===== config.mk =====
export PLATFORM = sky130hd
export DESIGN_NAME = alu_issue_arbiter
export DESIGN_NICKNAME = d
export VERILOG_FILES = /design/src/rtl/alu_issue_arbiter.sv
export SDC_FILE = /design/constraint.sdc
export NUM_CORES = 1
export LEC_CHECK = 0
export ABC_CLOCK_PERIOD_IN_PS = 14500
export CAP_MARGIN = 5
export CELL_PAD_IN_SITES_DETAIL_PLACEMENT = 1
export CELL_PAD_IN_SITES_GLOBAL_PLACEMENT = 2
export CORE_AREA = 2 2 366 368
export CTS_BUF_LIST = sky130_fd_sc_hd__clkbuf_8
export CTS_CLUSTER_SIZE = 8
export DETAILED_ROUTE_END_ITERATION = 16
export DIE_AREA = 0 0 368 370
export PLACE_DENSITY_LB_ADDON = 0.1
export SLEW_MARGIN = 0
export SYNTH_ARGS = -nofsm -noshare
export SYNTH_HDL_FRONTEND = slang
export SYNTH_SLANG_ARGS = --single-unit

===== constraint.sdc =====
create_clock -name clk -period 14.5 [get_ports clk]
set_input_delay 2.9 -clock clk [delete_from_list [all_inputs] [get_ports clk]]
set_output_delay 2.9 -clock clk [all_outputs]
set_load 0.005 [all_outputs]

===== src/rtl/alu_issue_arbiter.sv =====
// rtl/alu_issue_arbiter.sv - round-robin/lockable issue arbiter and 2-stage pipe for the shared execute ALU
// Optional performance counters: `define ALU_ARB_PERF_EN
module alu_issue_arbiter #(
   parameter int                  DST_W       = 4,
   parameter int                  PERF_W      = 32,
   parameter int                  OPCODE_W    = 6,
   parameter int                  REG_W       = 64,
   parameter int                  IMM_W       = 32,
   parameter int                  BIT_MODE_W  = 2,
   parameter logic [OPCODE_W:0]   NUM_ALU_OPS = (OPCODE_W+1)'(8),
   parameter logic [OPCODE_W-1:0] MICRO_MOV   = OPCODE_W'(3),
   parameter logic [OPCODE_W-1:0] MICRO_MOVI  = OPCODE_W'(4)
) (
   input  logic                  clk,
   input  logic                  rst,
   input  logic                  flush,
   input  logic                  req0_valid,
   output logic                  req0_ready,
   input  logic                  req0_lock,
   input  logic [OPCODE_W-1:0]   req0_opcode,
   input  logic [REG_W-1:0]      req0_s,
   input  logic [REG_W-1:0]      req0_t,
   input  logic [IMM_W-1:0]      req0_imm,
   input  logic [BIT_MODE_W-1:0] req0_bit_mode,
   input  logic [DST_W-1:0]      req0_dst,
   input  logic                  req1_valid,
   output logic                  req1_ready,
   input  logic                  req1_lock,
   input  logic [OPCODE_W-1:0]   req1_opcode,
   input  logic [REG_W-1:0]      req1_s,
   input  logic [REG_W-1:0]      req1_t,
   input  logic [IMM_W-1:0]      req1_imm,
   input  logic [BIT_MODE_W-1:0] req1_bit_mode,
   input  logic [DST_W-1:0]      req1_dst,
   output logic [OPCODE_W-1:0]   alu_opcode,
   output logic [REG_W-1:0]      alu_s,
   output logic [REG_W-1:0]      alu_t,
   output logic [IMM_W-1:0]      alu_imm,
   output logic [BIT_MODE_W-1:0] alu_bit_mode,
   output logic [REG_W-1:0]      alu_eflags_as_src,
   input  logic [REG_W-1:0]      alu_d,
   input  logic [REG_W-1:0]      alu_eflags,
   output logic                  res_valid,
   input  logic                  res_ready,
   output logic [REG_W-1:0]      res_d,
   output logic [DST_W-1:0]      res_dst,
   output logic                  res_src,
   output logic [REG_W-1:0]      eflags_q,
   output logic [PERF_W-1:0]     perf_grant0,
   output logic [PERF_W-1:0]     perf_grant1,
   output logic [PERF_W-1:0]     perf_stall
);

   localparam logic [REG_W-1:0] EFLAGS_RST = {{(REG_W-2){1'b0}}, 2'b10};

   logic                  r_iss_v;
   logic [OPCODE_W-1:0]   r_iss_op;
   logic [REG_W-1:0]      r_iss_s;
   logic [REG_W-1:0]      r_iss_t;
   logic [IMM_W-1:0]      r_iss_imm;
   logic [BIT_MODE_W-1:0] r_iss_bm;
   logic [DST_W-1:0]      r_iss_dst;
   logic                  r_iss_src;
   logic                  r_res_v;
   logic [REG_W-1:0]      r_res_d;
   logic [DST_W-1:0]      r_res_dst;
   logic                  r_res_src;
   logic [REG_W-1:0]      r_eflags;
   logic                  r_rr_ptr;
   logic                  r_lock_v;
   logic                  r_lock_owner;

   logic w_adv_res, w_can_issue, w_elig0, w_elig1, w_pick1, w_grant, w_flags_upd;

   assign w_adv_res   = r_iss_v & (~r_res_v | res_ready);
   assign w_can_issue = ~r_iss_v | w_adv_res;
   assign w_elig0     = req0_valid & (~r_lock_v | ~r_lock_owner);
   assign w_elig1     = req1_valid & (~r_lock_v |  r_lock_owner);
   // r_rr_ptr names the preferred requester; the other wins only if it is the sole eligible one
   assign w_pick1     = r_rr_ptr ? w_elig1 : ~w_elig0;
   assign w_grant     = w_can_issue & ~flush & (w_elig0 | w_elig1);
   assign req0_ready  = w_grant & ~w_pick1;
   assign req1_ready  = w_grant &  w_pick1;

   assign w_flags_upd = ({1'b0, r_iss_op} < NUM_ALU_OPS) &
                        (r_iss_op != MICRO_MOV) & (r_iss_op != MICRO_MOVI);

   always_ff @(posedge clk or posedge rst) begin
      if (rst) begin
         r_iss_v      <= 1'b0;
         r_iss_op     <= '0;
         r_iss_s      <= '0;
         r_iss_t      <= '0;
         r_iss_imm    <= '0;
         r_iss_bm     <= '0;
         r_iss_dst    <= '0;
         r_iss_src    <= 1'b0;
         r_res_v      <= 1'b0;
         r_res_d      <= '0;
         r_res_dst    <= '0;
         r_res_src    <= 1'b0;
         r_eflags     <= EFLAGS_RST;
         r_rr_ptr     <= 1'b0;
         r_lock_v     <= 1'b0;
         r_lock_owner <= 1'b0;
      end else if (flush) begin
         r_iss_v  <= 1'b0;
         r_res_v  <= 1'b0;
         r_lock_v <= 1'b0;
      end else begin
         if (w_grant) begin
            r_iss_v      <= 1'b1;
            r_iss_op     <= w_pick1 ? req1_opcode   : req0_opcode;
            r_iss_s      <= w_pick1 ? req1_s        : req0_s;
            r_iss_t      <= w_pick1 ? req1_t        : req0_t;
            r_iss_imm    <= w_pick1 ? req1_imm      : req0_imm;
            r_iss_bm     <= w_pick1 ? req1_bit_mode : req0_bit_mode;
            r_iss_dst    <= w_pick1 ? req1_dst      : req0_dst;
            r_iss_src    <= w_pick1;
            r_rr_ptr     <= ~w_pick1;
            r_lock_v     <= w_pick1 ? req1_lock : req0_lock;
            r_lock_owner <= w_pick1;
         end else if (w_adv_res) begin
            r_iss_v <= 1'b0;
         end
         if (w_adv_res) begin
            r_res_v   <= 1'b1;
            r_res_d   <= alu_d;
            r_res_dst <= r_iss_dst;
            r_res_src <= r_iss_src;
            if (w_flags_upd) r_eflags <= alu_eflags;
         end else if (res_ready) begin
            r_res_v <= 1'b0;
         end
      end
   end

   assign alu_opcode        = r_iss_v ? r_iss_op  : '0;
   assign alu_s             = r_iss_v ? r_iss_s   : '0;
   assign alu_t             = r_iss_v ? r_iss_t   : '0;
   assign alu_imm           = r_iss_v ? r_iss_imm : '0;
   assign alu_bit_mode      = r_iss_v ? r_iss_bm  : '0;
   assign alu_eflags_as_src = r_eflags;
   assign eflags_q          = r_eflags;
   assign res_valid         = r_res_v;
   assign res_d             = r_res_d;
   assign res_dst           = r_res_dst;
   assign res_src           = r_res_src;

`ifdef ALU_ARB_PERF_EN
   logic [PERF_W-1:0] r_perf_g0, r_perf_g1, r_perf_stall;
   logic              w_stall;

   assign w_stall = (req0_valid | req1_valid) & ~(req0_ready | req1_ready);

   // Saturating counters; flush deliberately has no effect on them
   always_ff @(posedge clk or posedge rst) begin
      if (rst) begin
         r_perf_g0    <= '0;
         r_perf_g1    <= '0;
         r_perf_stall <= '0;
      end else begin
         if (req0_ready && req0_valid && r_perf_g0 != '1) r_perf_g0 <= r_perf_g0 + 1'b1;
         if (req1_ready && req1_valid && r_perf_g1 != '1) r_perf_g1 <= r_perf_g1 + 1'b1;
         if (w_stall && r_perf_stall != '1) r_perf_stall <= r_perf_stall + 1'b1;
      end
   end

   assign perf_grant0 = r_perf_g0;
   assign perf_grant1 = r_perf_g1;
   assign perf_stall  = r_perf_stall;
`else
   assign perf_grant0 = '0;
   assign perf_grant1 = '0;
   assign perf_stall  = '0;
`endif

endmodule

=== After elaboration in Yosys (flattened, before gate mapping) ===
Index checks and enable logic that the tools add are counted.

* Bits in registers: 310
* Output and inout port bits: 464

* $lt $le $gt $ge: 1
* Equality and inequality tests: 2
* Mux-type cells: 21
* Bitwise operators: 21
* Reduce and logical (&&, ||, !) cells: 6

{| class="wikitable"
|+ Operators with widths
! operator !! number
|-
| $mux W64 || 4
|-
| $mux W32 || 2
|-
| $mux W6 || 2
|-
| $mux W1 || 10
|-
| $and A1 B1 Y1 || 9
|-
| $not A1 Y1 || 7
|-
| $lt A6 B4 Y1 const B || 1
|-
| $ne A6 B2 Y1 const B || 1
|-
| $ne A6 B3 Y1 const B || 1
|-
| $reduce_bool A3 Y1 || 2
|-
| $or A1 B1 Y1 || 5
|-
| $mux W2 || 2
|-
| $mux W4 || 1
|-
| $reduce_and A2 Y1 || 2
|-
| $reduce_and A3 Y1 || 1
|-
| $reduce_bool A2 Y1 || 1
|}

=== Logic depth before layout (Yosys ltp) ===
* Depth in word-level cells: 8
* Depth in mapped cells: 7
* Gate-level depth less buffers: 4

=== Worst setup path after synthesis ===
Ideal clock, no wire load.

* Path kind: in2out
* Start point: input port res_ready
* End point: output port req1_ready
* Arrival time: 3.937 ns
* Required time: 11.600 ns
* Slack: 7.663 ns
* Stages on the path: 5
* Buffers on the path: 2
* Cells stage by stage: and3b_1 -> a211oi_4 -> buf_2 -> buf_2 -> and2_1

* Cells in the longest elaborated chain, start to end: 6

{| class="wikitable"
|+ Ends and longest elaborated chain
! element !! line !! source
|-
| start: declaration || 44 || <nowiki>input logic res_ready,</nowiki>
|-
| $or A1 B1 Y1 || 75 || <nowiki>assign w_adv_res = r_iss_v & (~r_res_v | res_ready);</nowiki>
|-
| $and A1 B1 Y1 || 75 ||
|-
| $or A1 B1 Y1 || 76 || <nowiki>assign w_can_issue = ~r_iss_v | w_adv_res;</nowiki>
|-
| $and A1 B1 Y1 (2 in series) || 81 || <nowiki>assign w_grant = w_can_issue & ~flush & (w_elig0 | w_elig1);</nowiki>
|-
| $and A1 B1 Y1 || 83 || <nowiki>assign req1_ready = w_grant & w_pick1;</nowiki>
|-
| end: declaration || 27 || <nowiki>output logic req1_ready,</nowiki>
|}

No other way between the ends.

=== Worst setup path in the final report ===
* Start point: input port req1_valid
* End point: output port req0_ready

* Cells in the longest elaborated chain, start to end: 4

{| class="wikitable"
|+ Ends and longest elaborated chain
! element !! line !! source
|-
| start: declaration || 26 || <nowiki>input logic req1_valid,</nowiki>
|-
| $and A1 B1 Y1 (*) || 78 || <nowiki>assign w_elig1 = req1_valid & (~r_lock_v | r_lock_owner);</nowiki>
|-
| $or A1 B1 Y1 or $mux W1 (tied branches) || 81, 80 ||
|-
| $and A1 B1 Y1 or $not A1 Y1 (tied branches) || 81, 82 ||
|-
| $and A1 B1 Y1 (*) || 82 || <nowiki>assign req0_ready = w_grant & ~w_pick1;</nowiki>
|-
| end: declaration || 18 || <nowiki>output logic req0_ready,</nowiki>
|}

Every way passes the cells marked *; elsewhere a longest branch is shown, timed or not.

==> results.env <==
CELLLEAKAGEPOWER_nW=10.5
PATH_CLASS='in -> out'
SETUP_SLACK_PS=6120
CTS_NUM_SINKS=310
PORTION_OF_THE_CLOCK_CYCLE_CONSUMED_BY_THE_WORST_PATH_IN_THE_FINAL_LAYOUT_PCT=57.8
VIA_COUNT=14400
FINAL_NET_COUNT=2850
FINAL_HOLD_VIOL_COUNT=0
TIMING_WORST_SLEW_PIN_VALUE_PS=1050
CTS-HOLD-FIX-BUFFERS=0
SYNTHESIS.YOSYS.WARNINGS=0
GRT_PASS1_VIAS=15800
CRITICAL_PATH_ARRIVAL_PS=5480
EFFECTIVE_UTILIZATION_AT_FLOORPLAN_PCT=11.5
MOST-COMMON-LAYOUT-CELLS='clkdlybuf4s50_1 (847), nand2_1 (347), dfrtp_1 (308), nor2_1 (181), a31oi_1 (173)'
DETAILED_ROUTER_ITERATION_COUNT_BEFORE_ANTENNA_REPAIR=4
GRT-OVFL-TOTAL=0
TRACK_USAGE_PCT=12.3
PLACE_WS_PS=6070
POST-SYNTH-TOP-AREA-FRACTION_PCT=50.7
TRITONCTS='yes'
POST_SYNTH_NUM_CELL_TYPES=27
IO_BUF_COUNT=847
SYNTH-SEQ-CELLS=310
POST_LAYOUT_MIN_PERIOD_PS=8380
START_KIND='input pin'
SKEW_PS=29.7
PWR_DENSITY_CELL_nW_PER_UM2=168
DETAIL_ROUTE.WL_PER_CELL_UM=20.6
PIN_COUNT_OF_THE_BIGGEST_NET_ENTERING_GLOBAL_ROUTING=186
DIEAREA_UM2=136000
AREAGROWTHSYNTHTOFINISH_PCT=72.6
DR.FIRST_ITER.DRC_COUNT=336
DRT.ANTENNA.VIOLATING_NETS=0
CTS_MADE_BUFFERS=76
HTREE_NUM_LEVELS=3
POST-ROUTE-DRC-COUNT=0
FP.COREAREA_UM2=132000
LAYOUT.CELLS.MOST_COMMON='clkdlybuf4s50_1'
GRT_ANTENNA_BEFORE_REPAIR=43
FMAX_GHz=0.119
WORST-PATH-MAX-FANOUT=87
IOPINCOUNT=944
DOMINANT_CELLS_BY_AREA_AFTER_SYNTHESIS='dfrtp_1 (51%), nand2_1 (8.5%), buf_4 (8.2%)'
POWER.COMBINATIONAL.FRACTION_PCT=42.3
POSTSYNTHAREAPERCELL_UM2=9.51
DIEHEIGHT_UM=370
POWER_FRAC_SEQ_PCT=33.0
FINAL-MAX-SLEW-VIOLATION-COUNT=0
TOTALWIRELENGTH_MM=86.5
CTSLONGESTPATHBUFFERS=3
PLACE.GP.CONGESTION=0.716
CP_DATA_REQUIRED_TIME_PS=11600
SETUP_REPAIR_AFTER_GLOBAL_ROUTING_MISSED_ITS_MARGIN='no'
HP-CLASS='reg -> reg'
RESULT_OF_THE_RUN='finished clean'
REG2REG_SETUP_SLACK_PS=11110
AVGVIACOUNTPERCELL=3.41
SYNTHCELLS=1603
FIN_HOLD_WS_PS=501
TIMING.SLEW.HEADROOM_PCT=29.7
NETSWITCHINGPOWER_mW=1.62
TIMING.SETUP.TNS_PS=0
SWSHARE_PCT=36.7
TIMING.MAX_CAP.VIOLATIONS=0
DIE_X_UM=368
RATIO_OF_CELLS_WITH_DRIVE_ABOVE_1_IN_THE_FINAL_LAYOUT_PCT=10.0
CLOCK_POWER_SHARE_PCT=24.8
DP.CELLS=4060
SYNTH.CELL_AREA_UM2=15200
INTERNAL_POWER_mW=2.80
POST_CTS_BUFFERS=0
CTS_RESIZED=0
PEAKVDDDROP_uV=168
SETUP-VIOLATIONS-FINAL=0
CLK_TRANSITION_REPORTED_PATHS_PS=50
DETAILEDPLACEMENTHPWL_MM=63.9
SYNTH_SEQUENTIAL_AREA_RATIO_PCT=50.9
GRT_PASS1_WL_MM=120
WORSTSETUPENDPOINTTYPE='output pin'
CLK-INSERTION-DELAY-LATE_PS=730
FP_ROWS=134
SYNTH_AREA_LEADER_CELL='dfrtp_1'
INSTANCES_NO_FILL=4211
CTS_ROOT_BUF='clkbuf_8'
cell usage after synthesis:
| library cell | number |
|---|---|
| and3b_1 | 1 |
| a21oi_1 | 2 |
| and4_1 | 1 |
| conb_1 | 1 |
| buf_1 | 4 |
| mux2_1 | 26 |
| buf_4 | 166 |
| dfstp_2 | 1 |
| a211oi_4 | 1 |
| nor3_1 | 1 |
| mux2_2 | 108 |
| a31oi_1 | 173 |
| dfrtp_1 | 309 |
| o21bai_1 | 1 |
| nand2_1 | 347 |
| nand2b_1 | 1 |
| nor2b_1 | 2 |
| inv_1 | 2 |
| buf_2 | 50 |
| o31a_1 | 1 |
| nor2_1 | 181 |
| o31ai_2 | 1 |
| nand3b_1 | 1 |
| clkbuf_1 | 49 |
| mux2i_1 | 1 |
| and2_1 | 171 |
| nor3b_2 | 1 |
worst paths after layout:
check / endpoint / from / cells past startpoint
max in group asynchronous: r_iss_v / rst / 3
worst max-delay path: req0_ready / req1_valid / 6
worst min register to register: res_d[24] / res_d[24] / 1
min in group asynchronous: res_d[5] / rst / 2
worst max register to register: r_iss_t[9] / r_lock_v / 6
worst min-delay path: res_d[24] / res_d[24] / 1
power by group through the flow:
stage | Clock, mW | Combinational (mW) | Sequential [mW]
after floorplan | 0 | 0.906 | 1.41
after global placement | 0 | 1.94 | 1.47
after detailed placement | 0 | 1.96 | 1.48
after CTS | 1.18 | 1.96 | 1.47
after global routing | 1.21 | 2.08 | 1.52
final | 1.09 | 1.87 | 1.45
cells by family (layout without fill, tap and decap cells):
family	Yosys count	count (layout)	share of synthesized area [%]
DFF	310	310	50.9
buffers and inverters	271	995	11.2
muxes	135	135	9.97
and+or+nand+nor	707	707	20.4
other	1	117	0.0246
AOI/OAI and AO/OA	179	179	7.49
routing by layer:
metal  track usage [%]  vias to the layer above  wire length (um)
li1                  -                     6583                 -
met1              12.3                     6930             30600
met2              21.7                      642             43700
met3              6.23                      152              9570
met4              4.86                       46              2470
met5                 0                        -               287
worst max-delay path, cell delays in order:
cell and delay, ps:
clkdlybuf4s50_1 540, mux2i_1 170, a211oi_4 340, buf_4 740
and2_1 270, clkdlybuf4s50_1 520
area by class of cell:
class / instances / area, um2
Timing Repair Buffer: 863 / 8620
Fill cell: 15300 / 106000
Sequential cell: 310 / 7760
Tap cell: 1768 / 2210
Clock inverter: 34 / 163
Antenna cell: 21 / 52.6
Multi-Input combinational cell: 1117 / 6150
Inverter: 2 / 15.0
Clock buffer: 96 / 1320
flip-flops by register name (all words and copies together), names as in the netlist, 2 cells and up:
signal and count:
res_d 64, r_iss_t 64, r_iss_bm 2, r_iss_imm 32, alu_eflags_as_src 64, r_iss_op 6
r_iss_dst 4, r_iss_s 64, res_dst 4
stage by stage:
stage / utilization (%) / total power, mW / instance area (um2)
detailed placement: 18.7 / 3.44 / 24800
global placement: 18.7 / 3.41 / 24800
CTS: 19.8 / 4.61 / 26200
floorplan: - / 2.31 / 15600
finish: 19.9 / 4.41 / 26300
global route: 19.8 / 4.81 / 26300
Power figures use the tool's default switching activity.
